**src/rtl/pc_redirect_sequencer.sv**
```systemverilog
// IF-stage program counter with EX-stage redirect handling. A redirect that
// arrives during a stall is held and applied when the stall releases.
module pc_redirect_sequencer #(
  parameter logic [31:0] RESET_PC = 32'h0000_3000,
  parameter int unsigned CNT_W    = 16
) (
  input  logic             clk,
  input  logic             rst_n,
  input  logic             PCWrite,
  input  logic             EXJumpTaken,
  input  logic [31:0]      EXJumpPC,
  input  logic             EXBranchTaken,
  input  logic [31:0]      EXBranchPC,
  output logic [31:0]      PC,
  output logic [31:0]      PCPlus4,
  output logic             IFIDFlush,
  output logic             IDEXFlush,
  output logic             RedirectPending,
  output logic             AlignErr,
  output logic [CNT_W-1:0] RedirectCount
);

  typedef enum logic {RUN, HOLD} state_t;

  localparam logic [CNT_W-1:0] CNT_MAX = '1;
  localparam logic [CNT_W-1:0] CNT_ONE = {{(CNT_W-1){1'b0}}, 1'b1};

  state_t      state, state_next;
  logic [31:0] pc_q, pc_next;
  logic [31:0] pending_q, pending_next;
  logic        req;
  logic [31:0] sel;
  logic [31:0] tgt;

  assign req = EXJumpTaken | EXBranchTaken;
  // Jump wins over branch when both resolve in the same cycle.
  assign sel = EXJumpTaken ? EXJumpPC : EXBranchPC;
  assign tgt = {sel[31:2], 2'b00};

  assign PC              = pc_q;
  assign PCPlus4         = pc_q + 32'd4;
  assign RedirectPending = (state == HOLD);
  // Flushes are gated by rst_n so nothing is squashed while in reset.
  assign IDEXFlush       = rst_n & req;
  assign IFIDFlush       = rst_n & (req | (state == HOLD));

  always_comb begin
    // NOTE: every output of this block gets a default first, so no path leaves a latch.
    state_next   = state;
    pc_next      = pc_q;
    pending_next = pending_q;
    unique case (state)
      RUN: begin
        if (req) begin
          if (PCWrite) begin
            pc_next = tgt;
          end else begin
            pending_next = tgt;
            state_next   = HOLD;
          end
        end else if (PCWrite) begin
          pc_next = PCPlus4;
        end
      end
      HOLD: begin
        if (req) begin
          pending_next = tgt;
          if (PCWrite) begin
            pc_next    = tgt;
            state_next = RUN;
          end
        end else if (PCWrite) begin
          pc_next    = pending_q;
          state_next = RUN;
        end
      end
    endcase
  end

  always_ff @(posedge clk or negedge rst_n) begin
    // NOTE: sequential state uses non-blocking assignments so all registers update together.
    if (!rst_n) begin
      state         <= RUN;
      pc_q          <= RESET_PC;
      pending_q     <= 32'd0;
      AlignErr      <= 1'b0;
      RedirectCount <= '0;
    end else begin
      state     <= state_next;
      pc_q      <= pc_next;
      pending_q <= pending_next;
      AlignErr  <= req & (sel[1:0] != 2'b00);
      if (req && (RedirectCount != CNT_MAX)) begin
        RedirectCount <= RedirectCount + CNT_ONE;
      end
    end
  end

endmodule

```
**config.mk**
```make
export PLATFORM = sky130hd
export DESIGN_NAME = pc_redirect_sequencer
export DESIGN_NICKNAME = d
export VERILOG_FILES = /design/src/rtl/pc_redirect_sequencer.sv
export SDC_FILE = /design/constraint.sdc
export NUM_CORES = 1
export LEC_CHECK = 0
export ABC_AREA = 1
export BUFFER_PORTS_ARGS = -buffer_cell sky130_fd_sc_hd__buf_2
export CAP_MARGIN = 20
export CORE_ASPECT_RATIO = 0.9
export CORE_MARGIN = 2
export CORE_UTILIZATION = 53
export DETAILED_ROUTE_END_ITERATION = 8
export PLACE_DENSITY = 0.81
export SLEW_MARGIN = 20
export SYNTH_ARGS = -nofsm -noshare
export SYNTH_HDL_FRONTEND = slang
export SYNTH_SLANG_ARGS = --single-unit
export TNS_END_PERCENT = 1
```
**constraint.sdc**
```tcl
create_clock -name clk -period 1.8 [get_ports clk]
set_input_delay 0.36 -clock clk [delete_from_list [all_inputs] [get_ports clk]]
set_output_delay 0.36 -clock clk [all_outputs]
set_load 0.005 [all_outputs]
```
# [Word-level counts from Yosys, hierarchy flattened]
# Cells that the tools add are included.
[word_totals] out_inout_bits=84 in_bits=69 register_bits=82 word_cells=37
[op_classes] n_addsub=2 mux=14 reduce_logical=4 bitwise_logic=6 eq_ne=6
[ops] operator="2-to-1 mux 32 bit" n=9
[ops] operator="case mux 32 bit (2 select lines)" n=2
[ops] operator="adder 32 x 3 -> 32 bit (second input constant)" n=1
[ops] operator="adder 16 x 1 -> 16 bit (second input constant)" n=1
[ops] operator="inequality test 16 bit (second input constant)" n=1
[ops] operator="inequality test 2 bit (second input constant)" n=2
[ops] operator="bitwise AND 1 bit" n=3
[ops] operator="inequality test 3 x 2 -> 1 bit (second input constant)" n=1
[ops] operator="inequality test 3 bit (second input constant)" n=1
[ops] operator="AND reduction 3 bit" n=1
[ops] operator="2-to-1 mux 1 bit" n=2
[ops] operator="inequality test 2 x 1 -> 1 bit (second input constant)" n=1
[ops] operator="bitwise OR 1 bit" n=2
[ops] operator="case mux 1 bit (2 select lines)" n=1
[ops] operator="AND reduction 2 bit" n=1
[ops] operator="nonzero test 2 bit" n=1
[ops] operator="logical AND 1 bit" n=1
[ops] operator="inverter 1 bit" n=1

# [Longest topological paths before layout]
[logic_depth] word_depth=4 depth_mapped=12 mapped_depth_nobuf=12

# [Least setup slack after synthesis]
# Ideal clock, no wire load.
[synth_timing] path_type="register to output" startpoint="register pc_q[2] (netlist: PC[2])" endpoint="output port PCPlus4[22]" path_slack_ns=0.096 arrival_ns=1.344 stages_incl_launch_ff=8 required_ns=1.440 n_path_buf=0 path_cell_list="dfrtp_1 -> ha_1 -> nand2_1 -> nor2_4 -> nand2_4 -> nor2_4 -> nand3_1 -> and2_1"
[synth_via] elab_chain_cells=1
[synth_rtl] element="start: declaration" line_no="29" source="logic [31:0] pc_q, pc_next;"
[synth_rtl] element="start signal: assignment" line_no="90" source="pc_q <= pc_next;"
[synth_rtl] element="adder 32 x 3 -> 32 bit" line_no="41" source="assign PCPlus4 = pc_q + 32'd4;"
[synth_rtl] element="end: declaration" line_no="15" source="output logic [31:0] PCPlus4,"
# Every way passes these cells.

# [Worst setup path in the final report]
[layout_timing] startpoint="register pc_q[3] (netlist: PC[3])" endpoint="output port PCPlus4[27]"
# The elaborated chain is that of the path after synthesis.

==> key figures <==
Worst setup path
  – CP required: 1440 ps
  – Critical Path Start Type: flip-flop
  – Worst path arrival time: 1840 ps
  – WS Path Type: flip-flop to output port
  – Critical path endpoint category: output port
  – Crit-path max FO: 5

Clock tree
  – CTS Sinks: 80
  – CTS clk-pin slew, worst paths: 60 ps
  – Root Driver: clkbuf_16
  – CTS tree: built
  – Clk buf depth: 2
  – CTS hold repair buffers: 0
  – CTS Buf Count: 9
  – H-tree Lvls: 3
  – Clk_lat worst skew: 340 ps

Pwr
  – Int Power: 0.00421 W
  – Combinational Power Share: 31.9%
  – Pwr/cell area: 901 nW/µm²
  – Flop pwr share: 37.0%
  – Sw Share: 34.5%
  – VDD IR max: 656 µV
  – Psw: 0.00222 W
  – P_leak: 3.86 nW
  – Clock power frac: 31.1%

STA
  – Hold Vio Cnt, Final: 0
  – Tmin final: 2200 ps
  – Max Clock Skew: 7.51 ps
  – Final Cycle Share: 122%
  – Final setup margin: -402 ps
  – RSZ-0062 raised after global routing: yes
  – Max-Slew Margin vs Limit: 69.4%
  – Final setup fails: 27
  – Worst-margin pin slew: 459 ps
  – Slew Limit Fails: 0
  – Hold_ws: 40.2 ps
  – Fmax: 0.454 GHz

Route
  – Total Wirelength: 16400 µm
  – DR vias: 5984
  – Routed vias/inst: 5.26
  – Drt pass-1 iters: 7
  – Routed Antenna Nets: 0
  – WL/cell: 14.4 µm
  – Initial drt markers: 402
  – Residual DRC: 0

Outcome
  – Failing checks: setup timing
  – Status: finished, violations left

Yosys
  – Mean Syn Cell Area: 6.66 µm²
  – Syn Nets: 886
  – Syn Inst Count: 815
  – Synth Warn #: 0
  – Async set or reset register ratio after synthesis: 100%
  – Seq/Total Area, Yosys: 36.9%
  – Ys flop type: dfrtp_1
  – Mapped cell area: 5430 µm²
  – Netlist cell types: 33
  – #FFs+latches synth: 80
  – Post-synth EDFFs: 0

Global routing
  – Vias in the first global route: 5634
  – Largest net degree at the start of global routing: 81
  – First-pass GRT wire length: 26800 µm
  – GRT overflow: 0
  – GRT Util Overall: 29.5%
  – Initial antenna violation count: 0

Floorplanning
  – Die Area: 11100 µm²
  – Core ar.: 10100 µm²
  – Die Y: 100 µm
  – Row count: 35
  – I/O pin count: 153
  – Die Wd: 111 µm
  – Initial core utilization: 53.6%

Job
  – Max cap viols: 0

Finish
  – ANT cells: 0
  – Design area: 7130 µm²
  – Layout cells sized above 1: 29.4%
  – P&R area growth vs syn: 31.4%
  – Util after Layout: 70.5%
  – Fin nets: 1075

Placement
  – Port bufs: 152
  – HPWL Detailed: 11900 µm
  – Post-DP Area: 6630 µm²
  – RePlAce Congestion: 0.903

Hold path
  – Min-Delay Path Class: input pin to asynchronous set/reset pin
[metal layers]
| layer | routed length [µm] | part of all wire (%) | GRT usage, % |
|---|---|---|---|
| met1 | 6990 | 43 | 38.9 |
| met2 | 7790 | 48 | 50.2 |
| met3 | 1310 | 8.0 | 5.92 |
| met4 | 259 | 1.6 | 8.27 |
| met5 | 0 | 0 | 0 |
[sequential cells by signal (all words and copies together) (netlist names)]
name	flops
AlignErr	1
RedirectCount	16
RedirectPending	1
PC	32
pending_q	30
[Yosys cell counts (all sizes together) (6+ instances only)]
cell    number  share of area [%]
nand2      341                 24
o21ai       59                5.4
a31oi       22                2.5
nand3       35                3.2
dfrtp       78                 36
buf         13                1.3
nor2        80                7.6
xnor2        6               0.97
a21oi       12                1.2
and2         7               0.81
clkbuf      19                1.3
mux2i       12                2.2
nor3         9               0.83
xor2        22                4.0
inv         86                6.0
[worst paths after layout]
check	startpoint	to	slack, ps	cells past startpoint
setup / recovery	PC[3]$_DFFE_PN0P_	PCPlus4[27]	-400	10
hold / removal	rst_n	RedirectCount[7]$_DFFE_PN0P_	40	2
setup reg to reg	PC[3]$_DFFE_PN0P_	PC[27]$_DFFE_PN0P_	130	13
hold reg to reg	pending_q[30]$_DFFE_PN0P_	pending_q[30]$_DFFE_PN0P_	490	2
max in group asynchronous	rst_n	PC[20]$_DFFE_PN0P_	1350	2
min in group clk	EXJumpPC[7]	pending_q[7]$_DFFE_PN0P_	290	3
[kinds of logic (layout without fill, tap and decap cells)]
kind of cell	after synthesis	count (layout)	synth area share (%)
simple gates	478	478	37.2
fa+ha+maj	2	2	0.461
xor+xnor	28	28	4.94
compound gates	96	96	9.62
flops	80	80	36.9
mux	12	12	2.21
buf+inv	119	312	8.60
[what timing repair did]
item / CTS / global route
setup buffers: 2 / 2
gates cloned: 0 / 0
resized for setup: 19 / 18
pin swaps: 16 / 9
endpoints found under the setup margin: 27 / 28
[worst max-delay path: stages, from the launching register on]
cell	delay, ps
dfrtp_1	380
buf_4	140
nand2_1	80
nor2_4	150
nand2_4	130
nor2_4	160
buf_4	130
nand2_1	50
nand2_1	60
nand2_1	90
buf_2	140
[power by group through the flow]
| stage | sequential, W | combinational (W) | clock [W] |
|---|---|---|---|
| global placement | 0.00238 | 0.00190 | 0 |
| detailed placement | 0.00239 | 0.00194 | 0 |
| CTS | 0.00236 | 0.00200 | 0.00201 |
| floorplan | 0.00241 | 0.000987 | 0 |
| global route | 0.00241 | 0.00229 | 0.00209 |
| finish | 0.00237 | 0.00205 | 0.00200 |
[placed cells by master (no fill, tap or decap), types with 3 or more instances in the layout]
cell type  Yosys  layout
nand2_1      335     326
buf_2         10     149
inv_1         80      79
dfrtp_1       78      76
buf_4          2      58
nor2_1        62      57
o21ai_0       56      56
nand3_1       35      32
a31oi_1       22      22
xor2_1        19      15
nor2_4        13      14
nand2_2        4      13
mux2i_1       12      12
a21oi_1       11      11
nor2_2         5       9
nor3_1         9       9
clkbuf_16      0       9
inv_2          6       7
xor2_2         3       7
and2_4         0       4
nand3_2        0       3
and2_1         7       3
xnor2_2        0       3
o21ai_1        3       3
[layout make-up]
class | instances | area [µm²]
Sequential cell | 80 | 2010
Inverter | 87 | 327
Tap cell | 129 | 161
Clock buffer | 9 | 225
Multi-Input combinational cell | 616 | 3090
Timing Repair Buffer | 210 | 1220
Clock inverter | 6 | 92.6
Fill cell | 860 | 2990
[stage by stage]
stage | setup WS (ps) | cells | setup TNS (ps) | power (W)
4_1_cts | -362 | 1135 | -7290 | 0.00637
3_3_place_gp | 25.1 | 1118 | 0 | 0.00428
6_report | -402 | 1137 | -8110 | 0.00642
2_1_floorplan | 95.9 | 815 | 0 | 0.00340
3_5_place_dp | -1.59 | 1118 | -1.59 | 0.00433
5_1_grt | -473 | 1137 | -10180 | 0.00678
Note: power is estimated with default switching activity, not from simulation.
